==> config.mk <==
export PLATFORM = sky130hd
export DESIGN_NAME = div_iterative
export DESIGN_NICKNAME = d
export VERILOG_FILES = /design/src/rtl/div_iterative.sv
export SDC_FILE = /design/constraint.sdc
export NUM_CORES = 1
export LEC_CHECK = 0
export ABC_AREA = 1
export CAP_MARGIN = 20
export CELL_PAD_IN_SITES_DETAIL_PLACEMENT = 1
export CELL_PAD_IN_SITES_GLOBAL_PLACEMENT = 1
export CORE_UTILIZATION = 42
export CTS_CLUSTER_DIAMETER = 50
export DETAILED_ROUTE_END_ITERATION = 10
export PLACE_DENSITY_LB_ADDON = 0.1
export REMOVE_ABC_BUFFERS = 1
export SLEW_MARGIN = 20
export SYNTH_ARGS = -nofsm -noshare
export SYNTH_HDL_FRONTEND = slang
export SYNTH_SLANG_ARGS = --single-unit
==> constraint.sdc <==
create_clock -name clk -period 4.25 [get_ports clk]
set_input_delay 0.85 -clock clk [delete_from_list [all_inputs] [get_ports clk]]
set_output_delay 0.85 -clock clk [all_outputs]
set_load 0.03 [all_outputs]
==> src/rtl/div_iterative.sv <==
// div_iterative: radix-2 restoring divider (DIV/DIVU/REM/REMU), one quotient bit per cycle.
// Optional macro DIV_EARLY_OUT_EN finishes divide-by-zero and signed overflow in the issue cycle.
module div_iterative (
  input  logic        clk,
  input  logic        reset_n,
  input  logic        stall,
  input  logic [31:0] first_operand_i,
  input  logic [31:0] second_operand_i,
  input  logic [1:0]  signed_mode_i,
  input  logic        enable_i,
  input  logic        rem_i,
  output logic        hold_o,
  output logic [31:0] result_o
);
  typedef enum logic [1:0] {IDLE, DIVIDE, DONE} state_t;
  state_t      r_state;
  logic [32:0] r_rem;
  logic [31:0] r_quot;
  logic [31:0] r_div;
  logic [4:0]  r_cnt;
  logic        r_rem_sel;
  logic        r_a_neg;
  logic        r_b_neg;
  logic        r_div_zero;
  logic        w_a_neg;
  logic        w_b_neg;
  logic        w_b_zero;
  logic [31:0] w_a_abs;
  logic [31:0] w_b_abs;
  logic [33:0] w_shift;
  logic [33:0] w_diff;
  logic        w_ge;
  logic [32:0] w_rem_next;
  logic [31:0] w_quot_next;
  logic [31:0] w_q;
  logic [31:0] w_r;
  logic [31:0] w_res;
  assign w_a_neg  = signed_mode_i[0] & first_operand_i[31];
  assign w_b_neg  = signed_mode_i[1] & second_operand_i[31];
  assign w_b_zero = second_operand_i == 32'd0;
  assign w_a_abs  = w_a_neg ? -first_operand_i : first_operand_i;
  assign w_b_abs  = w_b_neg ? -second_operand_i : second_operand_i;
  // partial remainder stays below the divisor, so 34 bits hold the shifted value without overflow
  assign w_shift     = {r_rem, r_quot[31]};
  assign w_diff      = w_shift - {2'b00, r_div};
  assign w_ge        = ~w_diff[33];
  assign w_rem_next  = w_ge ? w_diff[32:0] : w_shift[32:0];
  assign w_quot_next = {r_quot[30:0], w_ge};
  assign w_q   = ((r_a_neg ^ r_b_neg) & ~r_div_zero) ? -w_quot_next : w_quot_next;
  assign w_r   = r_a_neg ? -w_rem_next[31:0] : w_rem_next[31:0];
  assign w_res = r_rem_sel ? w_r : w_q;
  assign hold_o = reset_n & enable_i & (r_state != DONE);
`ifdef DIV_EARLY_OUT_EN
  logic        w_ovf;
  logic [31:0] w_early_res;
  assign w_ovf = (&signed_mode_i) & (first_operand_i == 32'h8000_0000) & (&second_operand_i);
  assign w_early_res = w_b_zero ? (rem_i ? first_operand_i : 32'hFFFF_FFFF)
                                : (rem_i ? 32'd0 : 32'h8000_0000);
`endif
  always_ff @(posedge clk or negedge reset_n) begin
    if (!reset_n) begin
      r_state    <= IDLE;
      result_o   <= '0;
      r_cnt      <= '0;
      r_rem      <= '0;
      r_quot     <= '0;
      r_div      <= '0;
      r_rem_sel  <= 1'b0;
      r_a_neg    <= 1'b0;
      r_b_neg    <= 1'b0;
      r_div_zero <= 1'b0;
    end else begin
      case (r_state)
        IDLE: if (enable_i) begin
          r_rem_sel  <= rem_i;
          r_a_neg    <= w_a_neg;
          r_b_neg    <= w_b_neg;
          r_div_zero <= w_b_zero;
          r_quot     <= w_a_abs;
          r_div      <= w_b_abs;
          r_rem      <= '0;
          r_cnt      <= 5'd31;
`ifdef DIV_EARLY_OUT_EN
          if (w_b_zero || w_ovf) begin
            r_state  <= DONE;
            result_o <= w_early_res;
          end else
`endif
          r_state <= DIVIDE;
        end
        DIVIDE: if (!enable_i) r_state <= IDLE;
        else begin
          r_rem  <= w_rem_next;
          r_quot <= w_quot_next;
          r_cnt  <= r_cnt - 5'd1;
          if (r_cnt == 5'd0) begin
            r_state  <= DONE;
            result_o <= w_res;
          end
        end
        DONE: if (!stall) r_state <= IDLE;
        default: r_state <= IDLE;
      endcase
    end
  end
endmodule
Word level (Yosys, flattened, before mapping)
Index checks and enable logic that the tools add are counted.
{"block": "word_totals", "ff_bits": 140, "input_bits": 71, "output_inout_bits": 33, "elab_cells": 59}
{"block": "op_classes", "addsub": 6, "eq_ne": 7, "muxes": 20, "bitwise": 8, "n_reduce_logical": 8}
{"op": "2-to-1 mux 32 bit", "count": 7}
{"op": "negator 32 bit", "count": 4}
{"op": "2-to-1 mux 33 bit", "count": 3}
{"op": "one-hot mux 33 bit (2 select lines)", "count": 1}
{"op": "one-hot mux 32 bit (2 select lines)", "count": 1}
{"op": "subtractor 34 x 32 -> 34 bit", "count": 1}
{"op": "logical NOT 32 bit", "count": 1}
{"op": "2-to-1 mux 5 bit", "count": 2}
{"op": "one-hot mux 5 bit (2 select lines)", "count": 1}
{"op": "AND reduction 3 bit", "count": 3}
{"op": "2-to-1 mux 2 bit", "count": 4}
{"op": "!= test 2 bit (second input constant)", "count": 4}
{"op": "one-hot mux 2 bit (3 select lines)", "count": 1}
{"op": "AND 1 bit", "count": 5}
{"op": "logical NOT 5 bit", "count": 1}
{"op": "subtractor 5 x 1 -> 5 bit (second input constant)", "count": 1}
{"op": "!= test 3 bit (second input constant)", "count": 1}
{"op": "== test 2 x 1 -> 1 bit (second input constant)", "count": 1}
{"op": "== test 2 bit (second input constant)", "count": 1}
{"op": "logical NOT 2 bit", "count": 1}
{"op": "inverter 1 bit", "count": 2}
{"op": "AND reduction 2 bit", "count": 1}
{"op": "nonzero test 2 bit", "count": 1}
{"op": "bitwise XOR 1 bit", "count": 1}

Depth between registers and ports, before layout
{"block": "depth", "word_depth": 5, "mapped_depth": 29, "depth_no_buf": 27}

Least setup slack after synthesis
OpenSTA, ideal clock, no wires.
{"block": "synth_timing", "path_kind": "flip-flop to flip-flop", "start": "register r_rem[6]", "end": "register result_o[28]", "setup_time_ps": 121, "arrival_ps": 3230, "required_ps": 4129, "path_slack_ps": 899, "path_stages_with_launch": 28, "path_buffers": 2, "period_less_slack_ps": 3351, "path_cell_list": "dfrtp_1 ha_1 nand2_2 inv_1 nand2_1 nand2_1 inv_2 nand3_2 nand2_2 nand2_4 nand2_4 nand3_4 nand2_4 buf_12 buf_6 ha_1 nand2_1 nor2_1 nand4_1 nor2_1 nand3b_1 nand2_1 o21ai_0 o21bai_1 o21ai_0 a21oi_1 nor2_1 a21oi_1"}
{"block": "synth_via", "elab_chain_len": 5, "word_cells_on_any_way": 8, "cone_classes": "add/sub: 3; mux: 4; bitwise: 1"}
{"item": "from (decl)", "line_no": "17", "source": "logic [32:0] r_rem;"}
{"item": "from (signal assigned)", "line_no": "93", "source": "r_rem <= w_rem_next;"}
{"item": "subtractor 34 x 32 -> 34 bit", "line_no": "45", "source": "assign w_diff = w_shift - {2'b00, r_div};"}
{"item": "2-to-1 mux 33 bit / inverter 1 bit (equally long branches)", "line_no": "47, 46"}
{"item": "negator 32 bit (on tied branches)", "line_no": "50, 49"}
{"item": "2-to-1 mux 32 bit (on tied branches)", "line_no": "50, 49"}
{"item": "2-to-1 mux 32 bit (*)", "line_no": "51", "source": "assign w_res = r_rem_sel ? w_r : w_q;"}
{"item": "to (signal assigned)", "line_no": "98", "source": "result_o <= w_res;"}
{"item": "to (decl)", "line_no": "13", "source": "output logic [31:0] result_o"}
Mark *: on every way between the ends. The rest lies on a longest branch, timed or not.
A chain may end at the register's enable or synchronous reset.

Worst setup path in the final report
{"block": "layout_timing", "start": "register r_rem[27]", "end": "register result_o[28]"}
Same word-level chain as after synthesis.

==> reports/metrics.cfg <==
[worst_setup_path]
rr_worst_depth = 23
startpoint_type = register
path_buf_inv = 1
arrival_ns = 4.25
crit_slowest_cell = dfrtp_1
rr_endpoint = result_o[28]
reg2reg_from = r_rem[27]
crit_top_cell = nand2_1
critPathMaxStageDelay_ns = 0.41
cp.required_ns = 4.57
critPathTopFamily = simple AND/OR/NAND/NOR gates
crit_path_end_kind = register
reg2reg_setup_slack_ns = 0.31
critPathKind = reg -> reg
cp_max_fo = 6
path_cells = ha_1 > nand2_1 > inv_1 > nand2_1 > nand2_1 > nand2_1 > nand2_1 > nor2_4 > nand3_4 > nand2_4 > ha_1 > nand2_1 > nor2_2 > nand4_1 > nor2_2 > nand3b_1 > nand2_1 > o21ai_0 > o21bai_1 > o21ai_0 > a21oi_1 > nor2_1 > a21oi_1

[clocking]
clockRootBuffer = clkbuf_16
cts-buffers-inserted = 17
cts.sinks = 140
cts_tree = done
clock_path_buffers = 2
h-tree-depth = 4
clk_latency_ns = 0.44
cts.clk_slew.worst_paths_ns = 0.06
cts_hold_buf = 0

[finish]
layout-drive-gt1-share_pct = 7.27
final_nets = 2159
diodes = 0
area_growth_pct = 16.6

[synthesis]
ys_types = 51
synth-async-reset-ratio_pct = 100
synth_seq_area_share_pct = 28.2
yosysTopAreaCell = dfrtp_1
synth_top_area_share_pct = 28.2
ys_ff_latch = 140
postSynthAreaPerCell_sq_um = 6.34
synth_flop_cell = dfrtp_1
synth_top_cells_by_area = dfrtp_1 (28%), nand2_1 (17%), inv_1 (8.1%), nand3_1 (6.7%), nor2_1 (6.2%)
synthTopCellsByCount = nand2_1 (559), inv_1 (269), nor2_1 (206), nand3_1 (167), dfrtp_1 (140)
synth_cells = 1962
syn_area_sq_um = 12400
yosysMostFrequentCell = nand2_1
yosys_warnings = 0
synth-edff-count = 0

[floorplan]
die_h_um = 174
initial_core_util_pct = 43.0
die_x_um = 174
die-area_sq_um = 30300
io_pins = 104
rows = 62
core_sq_um = 28900

[drt]
drt_pass1_iterations = 5
num_vias = 13400
ant_nets = 0
wl_per_cell_um = 18.6
via_per_inst = 5.49
drtIter0Drc = 975
finalWirelength_um = 45600
drc_errors = 0

[global_routing]
grt_max_degree = 74
grt-ovfl-total = 0
grt_usage_pct = 30.8
grt_pass1_vias = 13900
antenna_found_initial = 0
grt_pass1_wl_um = 73600

[power]
p_leak_uw = 0.00716
p_per_area_nw_per_um2 = 831
vdd_drop_max_v = 0.000687
finalPower_uw = 12100

[sta]
rsz0062_at_grt = no
setup_viol = 0
drv_slew = 0
fmax_mhz = 254
timing.final.ws_setup_ns = 0.314
relSlewSlack_pct = 33.7
layout_min_cycle_time_ns = 3.94
skew_ns = 0.0158
fin_crit_sh_pct = 92.6
worst_pin_slew_ns = 0.994
hold_viol = 0

[job]
max_cap_violations = 0

[hold_path]
hp-class = in -> async

[placed_design]
dp_slack_ns = 0.256
portBuffers = 103
place_congestion = 0.931
dp_hpwl_um = 35300

[run_status]
outcome = completed

[flip-flops by register name (all words and copies together), names as in the netlist]
name	flops
r_b_neg	1
r_cnt	5
r_rem_sel	1
r_a_neg	1
r_div	32
r_state	2
r_div_zero	1
result_o	32
r_quot	32
r_rem	33
[how the worst max path moves through the flow]
stage               cells after the start            to           startpoint  slack, ns
finish                                 23  result_o[28]            r_rem[27]       0.31
global route                           27  result_o[26]             r_div[2]       0.02
CTS                                    22  result_o[26]            r_rem[27]       0.26
detailed placement                     16     r_div[30]  second_operand_i[1]       0.26
global placement                       16     r_div[30]  second_operand_i[1]       0.31
floorplan                               7   result_o[7]             enable_i      -0.99
[layout by cell type, fill, tap and decap left out, types with 7 or more instances in the layout]
master and n:
ha_1 38, nand4_1 14, o21ai_1 7, nand3_1 167
nand3b_1 11, nand2_1 559, buf_4 28, a21oi_1 89
nor2_1 201, o22ai_1 34, o31ai_1 9, a31oi_1 9
nand2_2 26, xor2_1 45, nand2_4 13, dfrtp_1 140
o21ai_0 105, nor4_1 11, nor2_2 18, inv_1 268
clkdlybuf4s50_1 102, o221ai_1 20, nor2_4 8, nor3_1 22
clkbuf_16 17, inv_2 7, o211ai_1 12, xnor2_1 27
[power by group]
group	total (uW)	leakage, uW	switching [uW]	internal, uW
clock	1650	0.000294	661	988
combinational	8500	0.00507	5950	2550
sequential	1910	0.00180	286	1620
[repair_timing]
action                                  4_1_cts  5_1_grt
endpoints found under the setup margin        0        3
gates resized for setup                       0        3
buffers inserted                              0        0
hold endpoints to repair                      0        0
[per-stage QoR]
stage | std cells | instance area (sq um) | setup TNS (ns) | hold WS, ns | util [%]
finish | 2446 | 14500 | 0 | 0.308 | 50.1
global placement | 2414 | 13900 | 0 | 0.472 | 47.9
floorplan | 1898 | 12100 | -18.77 | 0.449 | -
detailed placement | 2414 | 13900 | 0 | 0.475 | 47.9
CTS | 2446 | 14500 | 0 | 0.312 | 50.1
global route | 2446 | 14500 | 0 | 0.323 | 50.1
[worst register-to-register path, cell delays in order, from the launching register on]
cell and delay [ns]:
dfrtp_1 0.41, ha_1 0.39, nand2_1 0.18, inv_1 0.09, nand2_1 0.09, nand2_1 0.07, nand2_1 0.08, nand2_1 0.12
nor2_4 0.25, nand3_4 0.11, nand2_4 0.12, ha_1 0.19, nand2_1 0.11, nor2_2 0.19, nand4_1 0.16, nor2_2 0.20
nand3b_1 0.11, nand2_1 0.12, o21ai_0 0.14, o21bai_1 0.22, o21ai_0 0.20, a21oi_1 0.08, nor2_1 0.11, a21oi_1 0.07
[per-layer routing]
| metal | part of all wire [%] | vias to the layer above | global-route usage [%] | routed length (um) |
|---|---|---|---|---|
| li1 | - | 6506 | - | - |
| met1 | 48 | 6577 | 42.6 | 21800 |
| met2 | 46 | 291 | 49.4 | 20800 |
| met3 | 4.3 | 55 | 5.05 | 1960 |
| met4 | 2.3 | 0 | 8.99 | 1050 |
| met5 | 0 | - | 0 | 0 |
[cell families (layout without fill, tap and decap cells)]
group,count (synthesis),count (layout),share of synthesized area [%]
adder cells (fa/ha/maj),39,39,3.99
XOR/XNOR,72,72,5.07
AND/OR/NAND/NOR,1070,1070,38.0
flip-flops,140,140,28.2
AO/OA/AOI/OAI,298,298,13.8
buffers and inverters,343,443,11.0
[cell type report]
type / instances / area, sq um
fillers: 3844 / 14400
multi-input cells: 1479 / 7580
flip-flops and latches: 140 / 3500
repair buffers: 132 / 1260
inverters: 279 / 1050
well taps: 384 / 480
clock buffers: 19 / 433
clock inverters: 13 / 191
No activity file was read; power rests on OpenSTA's default activity.
==> patch, RTL diff (config.mk and constraints unchanged) <==
Encoding of `state_t`: now one-hot (3 bits for 3 states).
--- a/src/rtl/div_iterative.sv
+++ b/src/rtl/div_iterative.sv
@@ -14,3 +14,3 @@
 );
-  typedef enum logic [1:0] {IDLE, DIVIDE, DONE} state_t;
+  typedef enum logic [2:0] {IDLE = 3'b001, DIVIDE = 3'b010, DONE = 3'b100} state_t;
   state_t      r_state;
Function: same outputs for any inputs over 10 cycles, from zero or initial values and one cycle with reset_n low; not proved beyond that.
==> patch against the unedited design <==
Critical endpoint unchanged; fmax is essentially flat; routed wire length shrank 6.3%; worst setup slack lost 1.8 ps; count of clock-buffer cells in the layout grew 2; synthesized cell count shrank 3.8%; cell count shrank 3.4%; cell area shrank 3.3%; synthesized area shrank 3.7%; sequential cell count grew 1.
Power is left out: the tool's default activity adds up to more than one toggle a clock period on the data nets, which glitch-free logic cannot reach.
==> patch: results (changes against the unedited design) <==
- Largest register FFs: 33 (unchanged)
- DP Cell Count: 2332 (-3.4%)
- Non-Filler Instances: 2364 (-3.4%)
- Complex-gate fraction of the synthesized area: 17.2% (+3.4 points)
- ANT cells: 0 (unchanged)
- Reg2reg end: result_o[28]$_DFFE_PN0P_
- Critical path arrival: 4250 ps (about the same)
- Post-Syn Instances: 1888 (-3.8%)
- Most used flip-flop cell after synthesis: dfrtp_1
- Total Nets Final: 2083 (-3.5%)
- Area contributors post-synth: dfrtp_1, nand2_1, inv_1
- Clk slew on worst S/H paths: 60 ps (about the same)
- R2R cell count: 21 (-8.7%)
- R2r startpoint: r_rem[23]$_DFFE_PN0P_
- Port bufs: 103 (unchanged)
- Async set-reset flop share out of synthesis: 100% (unchanged)
- CTS Root Cell: clkbuf_16
- CP max FO: 5 (-1)
- Xor/xnor share of the synthesized area: 4.32% (-0.76 points)
- Clock Path Buffers: 2 (unchanged)
- Pin count of the biggest net entering global routing: 68 (-8.1%)
- Filler Cell Count: 3849 (+0.13%)
- First-pass GRT wire length: 67.9 mm (-7.7%)
- Post-CTS Setup Repair Bufs: 0 (unchanged)
- Yosys cell types: 50 (-2.0%)
- TritonRoute pass-1 iters: 7 (+2)
- Max Cap Viol: 0 (unchanged)
- Status: completed
- Worst Max-Slew Pin Slew: 877 ps (-117 ps)
- Yosys warns: 0 (unchanged)
- Hold crit path type: input port to async pin
- Antenna violations before repair: 0 (unchanged)
- DPL Wire Length: 33.4 mm (-5.3%)
- Hold_buf cts: 0 (unchanged)
- Layout cell share with drive strength beyond 1: 6.55% (-0.73 points)
- CTS H-tree depth: 4 (unchanged)
- Mux contribution to synthesized area: 0% (unchanged)
- Adder-cell area share of the yosys netlist: 4.14% (+0.15 points)
- Final wirelength: 42.7 mm (-6.3%)
- DR iter-0 viols: 897 (-8.0%)
- Synth cell count leaders: nand2_1, inv_1, nor2_1
- Routed vias: 12849 (-4.3%)
- Skew final: 9.39 ps (-6.40 ps)
- Gr usage total: 30.0% (-0.79 points)
- Hold WS: 315 ps (+6.98 ps)
- GP Congestion: 0.910 (-2.3%)
- Register area share after synthesis: 29.5% (+1.3 points)
[patch: changes by cell type after synthesis, moves of 6 or more]
cell,delta
o21ai_0,+70
nand2_1,-54
inv_1,-32
a21oi_1,+29
nand3_1,-28
o22ai_1,-20
o221ai_1,-18
o211ai_1,+12
xor2_1,-9
nand2_2,-7
nand2_4,-6
nor2_4,-6
[patch: how the worst max path moves through the flow]
stage	start	endpoint	slack, ps
2_1_floorplan	r_state[2]$_DFFE_PN0P_	r_cnt[4]$_DFFE_PN0P_	-2460
3_3_place_gp	second_operand_i[0]	r_div[28]$_DFFE_PN0P_	450
3_5_place_dp	r_rem[27]$_DFFE_PN0P_	result_o[28]$_DFFE_PN0P_	340
4_1_cts	r_rem[4]$_DFFE_PN0P_	result_o[28]$_DFFE_PN0P_	280
5_1_grt	r_rem[4]$_DFFE_PN0P_	result_o[28]$_DFFE_PN0P_	60
6_report	r_rem[23]$_DFFE_PN0P_	result_o[28]$_DFFE_PN0P_	310
[patch: area by class of cell]
cell class	instances	area (sq um)	share of cell area (%)
multi-input combinational	1442	7250	51.7
sequential	141	3530	25.2
timing repair buffer	129	1230	8.75
inverter	242	908	6.48
tap	378	473	3.37
clock buffer	21	470	3.35
clock inverter	11	164	1.17
[patch: metrics by stage]
stage	instance area (sq um)	util (%)	worst slack (ps)
finish	14000	50.2	312
detailed placement	13400	47.9	345
global placement	13400	47.9	449
floorplan	11700	-	-2460
CTS	14000	50.2	278
global route	14000	50.2	65.0
[patch: layer usage]
metal	track usage, %	wire length [um]	vias up
met2	50.3	20100	269
met5	0	0	-
met3	5.11	2020	51
li1	-	-	6300
met4	8.66	813	0
met1	39.5	19700	6229
[patch: logic make-up (layout without fill, tap and decap cells)]
logic type | Yosys count | after routing
XOR/XNOR | 59 | 59
AND/OR/NAND/NOR | 969 | 969
flip-flops | 141 | 141
adder cells (fa/ha/maj) | 39 | 39
buffers and inverters | 305 | 403
AO/OA/AOI/OAI | 375 | 375
[patch: critical path, stage by stage, from the launching register on]
cell and delay [ps]:
dfrtp_1 410, ha_1 380, a21oi_1 270, o21ai_1 140, inv_1 80, nand2_1 100
a21oi_4 260, nand3_4 120, nand2_4 110, ha_1 170, nand2_1 110, nor2_2 170
nand4_1 170, nor2_2 190, nand3_1 150, nand2_1 110, o21ai_0 160, o21bai_1 240
o21ai_0 190, a21oi_1 60, nor2_1 110, a21oi_1 100
